## src/rtl/mem_load_unit.sv

```systemverilog
// Load sequencer: issues one word-aligned data-memory read, waits MEM_LAT cycles,
// then captures the word shifted so the addressed byte/halfword sits at bit 0.
module mem_load_unit #(
  parameter int MEM_LAT = 1,
  parameter int CNT_W   = 4
) (
  input  logic        clk,
  input  logic        reset,
  input  logic        start,
  input  logic [31:0] addr,
  input  logic [1:0]  size,
  output logic        busy,
  output logic        done,
  output logic        err,
  output logic [31:0] mem_addr,
  output logic        mem_rd,
  input  logic [31:0] mem_rdata,
  output logic [31:0] mdr_out,
  output logic [1:0]  size_out
);

  typedef enum logic [2:0] {
    S_IDLE,
    S_READ,
    S_WAIT,
    S_DONE,
    S_FAULT
  } state_t;

  localparam logic [CNT_W-1:0] LP_LAST = CNT_W'(MEM_LAT - 1);

  state_t           r_state;
  logic [CNT_W-1:0] r_cnt;
  logic [1:0]       r_off;
  logic [1:0]       r_size;
  logic             r_busy;
  logic             r_done;
  logic             r_err;
  logic             r_mem_rd;
  logic [31:0]      r_mem_addr;
  logic [31:0]      r_mdr;
  logic [1:0]       r_size_out;
  logic             w_legal;

  // NOTE: w_legal gets a default before the case so no path leaves it unassigned
  // (an unassigned path in always_comb would infer a latch).
  always_comb begin
    w_legal = 1'b0;
    case (size)
      2'b00:   w_legal = 1'b1;
      2'b01:   w_legal = ~addr[0];
      2'b10:   w_legal = (addr[1:0] == 2'b00);
      default: w_legal = 1'b0;
    endcase
  end

  // NOTE: all state below is updated with non-blocking assignments so every
  // register sees the pre-edge values of the others, independent of statement order.
  always_ff @(posedge clk) begin
    if (reset) begin
      r_state    <= S_IDLE;
      r_cnt      <= '0;
      r_off      <= 2'b00;
      r_size     <= 2'b00;
      r_busy     <= 1'b0;
      r_done     <= 1'b0;
      r_err      <= 1'b0;
      r_mem_rd   <= 1'b0;
      r_mem_addr <= '0;
      r_mdr      <= '0;
      r_size_out <= 2'b10;
    end else begin
      r_done   <= 1'b0;
      r_err    <= 1'b0;
      r_mem_rd <= 1'b0;
      case (r_state)
        S_IDLE: begin
          if (start) begin
            r_off      <= addr[1:0];
            r_size     <= size;
            r_mem_addr <= {addr[31:2], 2'b00};
            r_busy     <= 1'b1;
            if (w_legal) begin
              r_state  <= S_READ;
              r_mem_rd <= 1'b1;
            end else begin
              r_state <= S_FAULT;
              r_done  <= 1'b1;
              r_err   <= 1'b1;
            end
          end
        end
        S_READ: begin
          r_state <= S_WAIT;
          r_cnt   <= '0;
        end
        S_WAIT: begin
          // Capture happens on the edge leaving the last wait cycle, which is
          // when mem_rdata is valid, so done follows in the very next cycle.
          if (r_cnt == LP_LAST) begin
            r_state    <= S_DONE;
            r_done     <= 1'b1;
            r_mdr      <= mem_rdata >> {r_off, 3'b000};
            r_size_out <= r_size;
          end else begin
            r_cnt <= r_cnt + CNT_W'(1);
          end
        end
        S_DONE, S_FAULT: begin
          r_state <= S_IDLE;
          r_busy  <= 1'b0;
        end
        default: begin
          r_state <= S_IDLE;
          r_busy  <= 1'b0;
        end
      endcase
    end
  end

  assign busy     = r_busy;
  assign done     = r_done;
  assign err      = r_err;
  assign mem_addr = r_mem_addr;
  assign mem_rd   = r_mem_rd;
  assign mdr_out  = r_mdr;
  assign size_out = r_size_out;

endmodule
```

## config.mk

```make
export PLATFORM = sky130hd
export DESIGN_NAME = mem_load_unit
export DESIGN_NICKNAME = d
export VERILOG_FILES = /design/src/rtl/mem_load_unit.sv
export SDC_FILE = /design/constraint.sdc
export NUM_CORES = 1
export LEC_CHECK = 0
export CORE_ASPECT_RATIO = 0.75
export CORE_MARGIN = 1
export CORE_UTILIZATION = 45
export CTS_CLUSTER_SIZE = 25
export DETAILED_ROUTE_END_ITERATION = 8
export PLACE_DENSITY = 0.83
export RECOVER_POWER = 25
export SLEW_MARGIN = 20
export SYNTH_ARGS = -nofsm -noshare
export SYNTH_HDL_FRONTEND = slang
export SYNTH_SLANG_ARGS = --single-unit
```

## constraint.sdc

```tcl
create_clock -name clk -period 4.1 [get_ports clk]
set_clock_uncertainty 0.1 [all_clocks]
set_input_delay 0.615 -clock clk [delete_from_list [all_inputs] [get_ports clk]]
set_output_delay 0.615 -clock clk [all_outputs]
set_load 0.05 [all_outputs]
```

# Word-level counts from Yosys, hierarchy flattened
# Index checks and enable logic that the tools add are counted.
[op_classes]
eq_ne = 7
n_addsub = 1
n_shift = 1
n_mux = 14
n_reduce_logical = 13
n_bitwise = 4
[op_table]
columns = ["cell", "count"]
rows = [
  ["$shr A32 B5 Y32", 1],
  ["$reduce_and A2 Y1", 5],
  ["$mux W3", 3],
  ["$pmux W3 S3", 1],
  ["$pmux W4 S2", 1],
  ["$ne A2 B2 Y1 const B", 3],
  ["$mux W1", 5],
  ["$add A4 B1 Y4 const B", 1],
  ["$logic_not A2 Y1", 2],
  ["$logic_not A4 Y1", 1],
  ["$mux W4", 1],
  ["$not A1 Y1", 4],
  ["$pmux W1 S2", 2],
  ["$reduce_or A2 Y1", 2],
  ["$eq A3 B1 Y1 const B", 1],
  ["$eq A3 B2 Y1 const B", 1],
  ["$logic_not A3 Y1", 1],
  ["$pmux W1 S3", 1],
  ["$reduce_or A3 Y1", 1],
  ["$eq A2 B1 Y1 const B", 1],
  ["$eq A2 B2 Y1 const B", 1],
  ["$reduce_bool A2 Y1", 1],
]
[word_totals]
inputBits = 69
regBits = 79
elab_cells = 51

# Logic depth before layout (Yosys ltp)
[depth]
word_depth = 5
ltp_mapped = 6
ltp_nobuf = 5

# Least setup slack after synthesis
# Ideal clock, no wire load.
[synth_path]
path_kind = "in2reg"
startpoint = "in start"
endpoint = "reg r_mem_addr[10] (netlist: mem_addr[10])"
stages = 5
t_required_ps = 3868
arrival_ps = 1485
path_slack_ps = 2383
n_path_buf = 2
path_cell_list = "or4b_4 buf_6 buf_2 nand2_1 a21oi_1"
[synth_via]
elab_chain_cells = 1
[synth_rtl]
columns = ["element", "line", "text"]
rows = [
  ["start: declaration", "9", "input logic start,"],
  ["$reduce_and A2 Y1 (no line)", "--", ""],
  ["end signal: assignment", "81", "r_mem_addr <= {addr[31:2], 2'b00};"],
  ["end: declaration", "40", "logic [31:0] r_mem_addr;"],
]
# No other way between the ends.
# A chain may end at the register's enable or synchronous reset.

# Final worst setup path
[layout_path]
startpoint = "in reset"
endpoint = "reg r_err (netlist: err)"
[layout_via]
elab_chain_cells = 1
[layout_rtl]
columns = ["element", "line", "text"]
rows = [
  ["start: declaration", "8", "input logic reset,"],
  ["$reduce_or A2 Y1 (no line)", "--", ""],
  ["end signal: assignment", "67", "r_err <= 1'b0;"],
  ["end signal: assignment", "74", "r_err <= 1'b0;"],
  ["end signal: assignment", "89", "r_err <= 1'b1;"],
  ["end: declaration", "38", "logic r_err;"],
]
# No other way between the ends.

==> summary.txt <==
Floorplan
  • Core Area: 7430 um^2
  • Num rows: 27
  • Initial Utilization: a little under half
  • Die ar.: roughly 8000 um^2
  • I/O pin count: about 140
  • Die height: approximately 78 um
  • Die Span X: just over 100 um

Synth
  • Post-synthesis register bit count: around 80
  • Share of the synthesized area in the top cell type: between 40% and 50%
  • Post-synthesis cell type count: 38
  • Top cells by area, synth: dfxtp_1 45%, a21oi_1 10%, nand2_1 7.6%
  • Most common library cells after synthesis: 79 x dfxtp_1, 71 x nand2_1, 70 x a21oi_1
  • Post-synth top flop: dfxtp_1
  • Synth Cell Area: about 3500 um^2
  • Post-synth EDFFs: 0
  • Sequential share of the synthesized area: 45.1%
  • Count of mapped cells out of synthesis: ~400
  • Area leader, netlist: dfxtp_1
  • Ys Warns: 0
  • Synthesized area per cell: a little under 9 um^2
  • Async SR Flop Fraction: 0%
  • Cell with the most instances after synthesis: dfxtp_1

CTS
  • CTS Hold Bufs: 0
  • Clk Latency, worst-skew pair: approximately 360 ps
  • CTS resizes: 0
  • Root Driver: clkbuf_8
  • CTS max path bufs: 2
  • Num CTS Buffers: 9
  • CTS sink cnt: between 70 and 80
  • Clock-pin slew on the worst setup and hold paths: 80 ps
  • CTS tree: done
  • Setup repair bufs after CTS: 0
  • CTS HTree Levels: 3

Global route
  • M3 GR Usage: ~9%
  • GRT overflow: 0
  • Busiest grt layer: met2
  • Total GRT Usage: 25.0%
  • Met2 usage: about 41%
  • Initial antenna violation count: 0
  • Vias in the first global route: 3,252
  • Met1 Use GR: 31.1%
  • Largest net degree at the start of global routing: 46
  • First-pass GRT wire length: 16.1 mm

Detailed routing
  • Starting DRC count in detailed routing: approximately 190
  • DRC violations left: 0
  • ANT nets after route: 0
  • First-pass iteration count of the detailed router: 5
  • Vias/cell: approximately 5.5
  • DR vias: 3,418
  • WL per Instance: 15.8 um
  • Final WL: slightly below 10 mm

Pwr
  • Pwr dens: ~380 nW/um^2
  • Psw: between 0.6 and 0.7 mW
  • Int Pwr: between 1 and 1.5 mW
  • Maximum vdd drop: around 0.24 mV
  • Flop pwr share: around 45%
  • Design Power: about 1.9 mW
  • Clk pwr share: approximately 27%
  • Sw Share: about a third
  • Pleak: approximately 1.8 nW
  • Logic pwr share: between 20% and 30%

Finish
  • Fin util: approximately two thirds
  • Fill cells: around 620
  • Multi-input logic area: about 1700 um^2
  • Seq. cell area: 1580 um^2
  • Non-filler instance count after layout: 622
  • Fin nets: 587
  • Area Growth Syn to Fin: 44.2%
  • Fin area: around 5100 um^2
  • Ant diodes: 0
  • Share of cells above drive strength 1: between 9 and 10%

STA
  • Final setup margin: around 1500 ps
  • Slew @ Worst Pin: just under 2000 ps
  • WHS: roughly 360 ps
  • Unrepaired setup endpoints after global routing: no
  • F_max: around 380 MHz
  • Setup TNS: 0 ps
  • Relative slew slack: -29.0%
  • Setup-failing EPs final: 0
  • Slew Viols, Final: between 40 and 50
  • Final Hold Fails: 0
  • Period utilization: ~64%
  • Minimum clock period: between 2000 and 3000 ps

Critical path
  • Crit path max fanout: 45
  • Cell Chain, Critical Path: buf_2 -> clkbuf_1 -> nor4_1
  • Buf/Inv on CP: 2
  • Reg2Reg Depth: 5
  • CP max stage delay: 1450 ps
  • CP endpoint kind: flip-flop
  • Reg2Reg Setup Slack: around 1800 ps
  • Reg-to-Reg End: mdr_out[12]
  • Data required, critical path: between 4000 and 5000 ps
  • Crit path DAT: 2700 ps
  • Slowest CP cell: clkbuf_1
  • Worst Setup Start Kind: input pin
  • Reg2reg start: r_cnt[0]
  • Crit path from: reset
  • CP Class: input pin to flip-flop
  • Crit path max-delay family: buffers and inverters

Placed design
  • Dpl cell area: 4860 um^2
  • Gp weighted congestion: between 0.8 and 0.9
  • Post-DP HPWL: 6.94 mm
  • Setup WS pre-CTS: roughly 1700 ps
  • Placed cells: between 600 and 700
  • # port buffers: around 140

Min path
  • Worst hold start: mem_addr[27]
  • Worst Hold End: mem_addr[27]
  • Hold path depth: 2
  • Hold Crit Class: flip-flop to flip-flop

Status
  • Outcome: finished with violations
  • Violated checks: max-capacitance violations, max-slew violations

Job
  • MaxCap Viol Count: 1
==> power by group through the flow <==
stage | logic, mW | clock network (mW) | registers (mW)
after detailed placement | 0.534 | 0 | 0.880
after CTS | 0.536 | 0.527 | 0.863
after floorplan | 0.198 | 0 | 1.02
after global placement | 0.527 | 0 | 0.877
final | 0.538 | 0.517 | 0.864
after global routing | 0.574 | 0.559 | 0.872
==> sequential cells by signal, indices dropped and copies added (netlist names), 2 cells and up <==
name / flops
mdr_out: 32
mem_addr: 30
r_cnt: 4
r_off: 2
r_size: 2
r_state: 3
size_out: 2
==> cells in the final DEF, fill, tap and decap left out, types with 2 or more instances in the layout <==
| cell type | n |
|---|---|
| clkdlybuf4s50_1 | 135 |
| dfxtp_1 | 79 |
| nand2_1 | 71 |
| a21oi_1 | 70 |
| o21ai_0 | 26 |
| nand4_1 | 17 |
| nand3_1 | 16 |
| mux2_2 | 16 |
| clkbuf_8 | 10 |
| a22oi_1 | 8 |
| a211oi_1 | 8 |
| mux4_2 | 8 |
| nor3_1 | 6 |
| inv_1 | 4 |
| nor4_1 | 4 |
| buf_4 | 4 |
| nor2_1 | 3 |
| clkbuf_1 | 3 |
| nor3b_4 | 2 |
| o211a_1 | 2 |
| or3b_1 | 2 |
| mux2i_1 | 2 |
| ha_1 | 2 |
| conb_1 | 2 |
| clkinvlp_4 | 2 |
| buf_8 | 2 |
==> worst register-to-register path: stages (launching register included) <==
cell,delay [ps]
dfxtp_1,360
inv_1,110
ha_1,190
or3b_1,740
nor2_2,500
a211oi_1,120
==> metal layers <==
metal | share of wire [%] | vias up
met5 | 0 | -
met3 | 9.5 | 11
met4 | 1.1 | 0
met1 | 42 | 1631
met2 | 48 | 120
li1 | - | 1656
==> layout make-up <==
| cell class | count | share of cell area (%) |
|---|---|---|
| inverter | 4 | 0.297 |
| tap | 101 | 2.50 |
| clock buffer | 12 | 2.87 |
| clock inverter | 4 | 0.569 |
| multi-input combinational | 279 | 34.4 |
| timing repair buffer | 143 | 28.1 |
| sequential | 79 | 31.3 |
==> how the worst max path moves through the flow <==
| stage | endpoint | slack, ps | cells past startpoint |
|---|---|---|---|
| CTS | mdr_out[17] | 1780 | 4 |
| floorplan | mem_addr[10] | 2380 | 5 |
| global route | r_state[2] | 1230 | 3 |
| global placement | done | 1790 | 4 |
| finish | err | 1460 | 3 |
| detailed placement | done | 1740 | 4 |
==> logic make-up after synthesis <==
| kind of cell | share of synthesized area [%] |
|---|---|
| other | 0.107 |
| buffers and inverters | 5.78 |
| adder cells (fa/ha/maj) | 0.713 |
| flip-flops | 45.1 |
| AO/OA/AOI/OAI | 18.4 |
| multiplexers | 10.8 |
| XOR/XNOR | 0.250 |
| AND/OR/NAND/NOR | 18.8 |
No activity file was read; power rests on OpenSTA's default activity.
